--- src/rtl/pred_argmax_reader.sv ---
// Serial argmax over one captured prediction vector. The result is held behind
// a valid/ready handshake, and frames that arrive while busy are dropped and counted.
module pred_argmax_reader #(
  parameter int NUM_CLASSES = 24,
  parameter int BW          = 10,
  parameter int CNT_W       = 16,
  localparam int IDX_W      = $clog2(NUM_CLASSES)
) (
  input  logic             clk,
  input  logic             rst,
  input  logic             vld_in,
  input  logic [BW-1:0]    data_in [NUM_CLASSES-1:0],
  input  logic             rdy_in,
  output logic             vld_out,
  output logic [IDX_W-1:0] class_out,
  output logic [BW-1:0]    max_out,
  output logic             busy,
  output logic [CNT_W-1:0] drop_cnt
);

  typedef enum logic [1:0] {
    IDLE = 2'd0,
    SCAN = 2'd1,
    HOLD = 2'd2
  } state_e;

  localparam logic [IDX_W-1:0] LAST_IDX = IDX_W'(NUM_CLASSES - 1);

  state_e           state_q, state_d;
  logic [BW-1:0]    capture_q [NUM_CLASSES-1:0];
  logic [IDX_W-1:0] scan_idx_q, scan_idx_d;
  logic [IDX_W-1:0] best_idx_q, best_idx_d;
  logic [BW-1:0]    best_val_q, best_val_d;
  logic [IDX_W-1:0] class_q, class_d;
  logic [BW-1:0]    max_q, max_d;
  logic [CNT_W-1:0] drop_cnt_q, drop_cnt_d;

  logic             accept;
  logic             capture_en;
  logic             drop;
  logic             last_lane;
  logic [BW-1:0]    lane_val;
  logic             lane_wins;
  logic [IDX_W-1:0] cand_idx;
  logic [BW-1:0]    cand_val;

  // A frame is taken in IDLE, or on the accept edge so back-to-back frames see no bubble.
  assign accept     = (state_q == HOLD) && rdy_in;
  assign capture_en = vld_in && ((state_q == IDLE) || accept);
  assign drop       = vld_in && !capture_en;

  assign last_lane  = (scan_idx_q == LAST_IDX);
  assign lane_val   = capture_q[scan_idx_q];
  // Strict compare so ties keep the lower index.
  assign lane_wins  = $signed(lane_val) > $signed(best_val_q);
  assign cand_idx   = lane_wins ? scan_idx_q : best_idx_q;
  assign cand_val   = lane_wins ? lane_val   : best_val_q;

  // Capture storage is deliberately left without reset.
  generate
    for (genvar gi = 0; gi < NUM_CLASSES; gi++) begin : g_capture
      always_ff @(posedge clk) begin
        if (capture_en) begin
          capture_q[gi] <= data_in[gi];
        end
      end
    end
  endgenerate

  always_ff @(posedge clk or negedge rst) begin
    if (!rst) begin
      state_q <= IDLE;
    end else begin
      state_q <= state_d;
    end
  end

  always_comb begin
    state_d = state_q;
    case (state_q)
      IDLE: begin
        if (capture_en) begin
          state_d = SCAN;
        end
      end
      SCAN: begin
        if (last_lane) begin
          state_d = HOLD;
        end
      end
      HOLD: begin
        if (accept) begin
          state_d = capture_en ? SCAN : IDLE;
        end
      end
      default: state_d = IDLE;
    endcase
  end

  always_comb begin
    vld_out   = (state_q == HOLD);
    busy      = (state_q != IDLE);
    class_out = class_q;
    max_out   = max_q;
    drop_cnt  = drop_cnt_q;
  end

  always_comb begin
    scan_idx_d = scan_idx_q;
    best_idx_d = best_idx_q;
    best_val_d = best_val_q;
    class_d    = class_q;
    max_d      = max_q;
    if (capture_en) begin
      best_idx_d = '0;
      best_val_d = data_in[0];
      scan_idx_d = IDX_W'(1);
    end else if (state_q == SCAN) begin
      best_idx_d = cand_idx;
      best_val_d = cand_val;
      if (last_lane) begin
        class_d = cand_idx;
        max_d   = cand_val;
      end else begin
        scan_idx_d = scan_idx_q + IDX_W'(1);
      end
    end
  end

  always_comb begin
    drop_cnt_d = drop_cnt_q;
    if (drop && (drop_cnt_q != {CNT_W{1'b1}})) begin
      drop_cnt_d = drop_cnt_q + CNT_W'(1);
    end
  end

  always_ff @(posedge clk or negedge rst) begin
    if (!rst) begin
      scan_idx_q <= '0;
      best_idx_q <= '0;
      best_val_q <= '0;
      class_q    <= '0;
      max_q      <= '0;
      drop_cnt_q <= '0;
    end else begin
      scan_idx_q <= scan_idx_d;
      best_idx_q <= best_idx_d;
      best_val_q <= best_val_d;
      class_q    <= class_d;
      max_q      <= max_d;
      drop_cnt_q <= drop_cnt_d;
    end
  end

endmodule

--- config.mk ---
export PLATFORM = sky130hd
export DESIGN_NAME = pred_argmax_reader
export DESIGN_NICKNAME = d
export VERILOG_FILES = /design/src/rtl/pred_argmax_reader.sv
export SDC_FILE = /design/constraint.sdc
export NUM_CORES = 1
export LEC_CHECK = 0
export CORE_AREA = 2 2 203 205
export CTS_CLUSTER_SIZE = 8
export DETAILED_ROUTE_END_ITERATION = 12
export DIE_AREA = 0 0 205 207
export MAX_ROUTING_LAYER = met4
export PLACE_DENSITY = 0.6
export SYNTH_ARGS = -nofsm -noshare
export SYNTH_HDL_FRONTEND = slang
export SYNTH_SLANG_ARGS = --single-unit
--- constraint.sdc ---
create_clock -name clk -period 16.3 [get_ports clk]
set_input_delay 1.63 -clock clk [delete_from_list [all_inputs] [get_ports clk]]
set_output_delay 1.63 -clock clk [all_outputs]
set_load 0.05 [all_outputs]
==> summary.md <==
| Metric | Value |
|---|---|
| Run status | `complete, no violations` |
| Clk_skew | `~0.015 ns` |
| Vias in the first global route | `around 7600` |
| Largest net degree at the start of global routing | `roughly 120` |
| Core ar. | `0.04037 sq mm` |
| Seq/Total Area, Yosys | `0.7156` |
| Crit path launch type | `flip-flop` |
| Post-synth EDFFs | `240` |
| WP data required | `roughly 17 ns` |
| Final hold vios | `0` |
| Fmax achieved | `around 190 MHz` |
| Async SR Flop Fraction | `0.1809` |
| Postcts setup bufs | `0` |
| Vias/cell | `4.716` |
| Die height | `roughly 210 um` |
| CTS Hold Bufs | `0` |
| GRT Util Overall | `0.1549` |
| First-pass GRT wire length | `between 40000 and 50000 um` |
| Synthesized cell area | `between 0.01 and 0.015 sq mm` |
| Final setup fails | `0` |
| Post-synthesis mux area share | `0.09969` |
| Synth Area in Simple Gates | `0.06831` |
| Port Buffers | `276` |
| Vias | `about 7300` |
| Syn_area_per_cell | `roughly 17 sq um` |
| DP HPWL | `22820 um` |
| Worst-path clk slew | `roughly 0.050 ns` |
| Number of gates resized after cts | `0` |
| Syn Inst Count | `roughly 720` |
| # DRC | `0` |
| Post-synthesis compound-gate area fraction | `0.06674` |
| Power density cells | `176.2 mW/mm^2` |
| GRT overflow | `0` |
| Area delta synth->final | `38.11%` |
| Setup Crit Path Kind | `reg -> reg` |
| Rows | `74` |
| Initial drt markers | `between 400 and 500` |
| Final setup margin | `around 11 ns` |
| Layout cells sized above 1 | `0.1205` |
| Final core utilization | `0.4079` |
| Biggest area consumer among synthesized cells | `edfxtp_1` |
| Ys Warns | `0` |
| Area contributors post-synth | `edfxtp_1 (60%), dfrtp_1 (11%), mux4_2 (5.9%)` |
| Root buffer cell | `clkbuf_16` |
| Slew headroom | `0.2899` |
| Antenna Nets Post-Route | `0` |
| Static leakage | `5.705 nW` |
| CTS tree | `yes` |
| RD Place Congestion | `between 0.8 and 0.9` |
| VDD IR max | `0.1105 mV` |
| Worst Hold Margin | `roughly 0.47 ns` |
| Netlist cell types | `48` |
| Die area | `0.04244 sq mm` |
| Post-route minimum period | `roughly 5.4 ns` |
| Synth Net Count | `971` |
| Cts bufs inserted | `43` |
| RSZ-0062 raised after global routing | `false` |
| Bufs on Longest Clock Path | `3` |
| Post-Synth Adder-Cell Area | `0.01259` |
| H-tree Lvls | `2` |
| Setup_tns | `0 ns` |
| Final period utilization | `0.3285` |
| Hold/Removal Path Class | `reg -> reg` |
| Power, Total | `around 2.9 mW` |
| Starting Density | `0.2954` |
| Xor-xnor portion of the synthesized cell area | `0.01396` |
| Pre-CTS setup slack | `approximately 11 ns` |
| Dominant synthesized flop cell | `edfxtp_1` |
| Final WL | `about 32000 um` |
| Initial antenna violation count | `2` |
| Yosys reg bits | `between 200 and 300` |
| Fin nets | `~1300` |
| # clock sinks | `about 290` |
| Wire per inst | `between 20 and 25 um` |
| CP arrival | `between 5 and 6 ns` |
| Post-synth top area share | `0.6044` |
| R2r setup slk | `between 10 and 15 ns` |
| Worst setup EP type | `flip-flop` |
| Ports | `roughly 280` |
| Largest family of logic cells by synthesized area | `multiplexers` |
| Crit path max fanout | `41` |
| Max Transition Viols Final | `0` |
| Worst-Skew Late Latency | `around 0.54 ns` |
| Max-cap violations | `0` |
| 1st-pass router iterations | `4` |
| Least-Margin Pin Slew | `around 1.0 ns` |
| Die width | `205 um` |
## layout by cell type, fill, tap and decap left out, types with 12 or more instances in the layout
cell type / count
dfrtp_1: 50
and3_1: 12
mux2i_1: 21
nand3_1: 33
mux2_2: 24
inv_1: 15
clkdlybuf4s50_1: 275
a211oi_1: 18
clkbuf_1: 15
clkbuf_16: 45
mux4_2: 31
ha_1: 12
nor2b_1: 29
o21ai_0: 12
edfxtp_1: 240
nand2_1: 37
## power by group
group          switching (mW)  internal (mW)  leakage (nW)
logic                   0.609          0.431          2.24
clock network           0.302          0.520         0.602
registers              0.0937          0.945          2.86
## worst max-delay path, stage by stage (launching register included)
cell and delay, ns:
dfrtp_4 0.76, buf_4 0.59, mux4_2 0.57, o2111ai_1 0.24, o311ai_1 0.23, ha_1 0.48
nand4_1 0.14, or2_0 0.25, o221ai_1 0.34, mux2i_4 0.93, a21oi_2 0.33, a221o_1 0.36
## kinds of logic after synthesis
kind of cell    count (synthesis)
compound gates                102
mux                            77
flops                         293
buf+inv                        59
xor+xnor                       19
simple gates                  153
fa+ha+maj                      12
## cells in the mapped netlist, types with 2 or more instances
library cell	number
edfxtp_1	240
dfrtp_1	53
nand2_1	37
nand3_1	33
mux4_2	31
nor2b_1	29
mux2_2	24
clkbuf_1	22
mux2i_1	22
a211oi_1	18
inv_1	16
and3_1	12
buf_2	12
ha_1	12
o21ai_0	12
o22ai_1	11
xnor2_1	11
a221o_1	10
a211o_1	9
o2111ai_1	9
o311ai_0	9
o311ai_1	9
or4_1	9
nor2_1	8
xor2_1	8
nand4_1	6
nor3_1	6
a21oi_1	5
buf_4	4
a21o_1	3
and2_1	3
nand2b_1	3
a41o_1	2
buf_1	2
or2_2	2
## routing by layer
| metal | GRT usage | vias up | share of wire |
|---|---|---|---|
| li1 | - | 3418 | - |
| met3 | 0.04342 | 52 | 0.065 |
| met4 | 0.04738 | 0 | 0.025 |
| met2 | 0.2392 | 252 | 0.48 |
| met5 | - | - | 0 |
| met1 | 0.1980 | 3607 | 0.43 |
## layout make-up
type                    instances  area, sq um
well taps                     532        665.6
inverters                      17        71.32
multi-input cells             363         3128
clock buffers                  62         1210
clock inverters                 2        33.78
flip-flops and latches        293         8539
diodes                          1        2.502
fillers                      3749        23900
repair buffers                284         2818
## state kept, by name, summed over array words and instances (netlist names)
register,cells
capture_q,240
max_out,10
state_q,2
drop_cnt,16
best_val_q,10
class_out,5
scan_idx_q,5
best_idx_q,5
## stage by stage
stage               instances  instance area [sq um]
floorplan                 715                  11920
detailed placement       1489                  15220
CTS                      1553                  16470
global route             1554                  16470
global placement         1489                  15220
finish                   1554                  16470
## worst paths after layout
path                                 end          start  depth (start not counted)
setup / recovery           best_val_q[7]  scan_idx_q[0]                         11
hold / removal              class_out[2]   class_out[2]                          2
setup reg to reg           best_val_q[7]  scan_idx_q[0]                         11
hold reg to reg             class_out[2]   class_out[2]                          2
max in group asynchronous  scan_idx_q[0]            rst                          2
min in group asynchronous   drop_cnt[13]            rst                          2
Power figures use the tool's default switching activity.
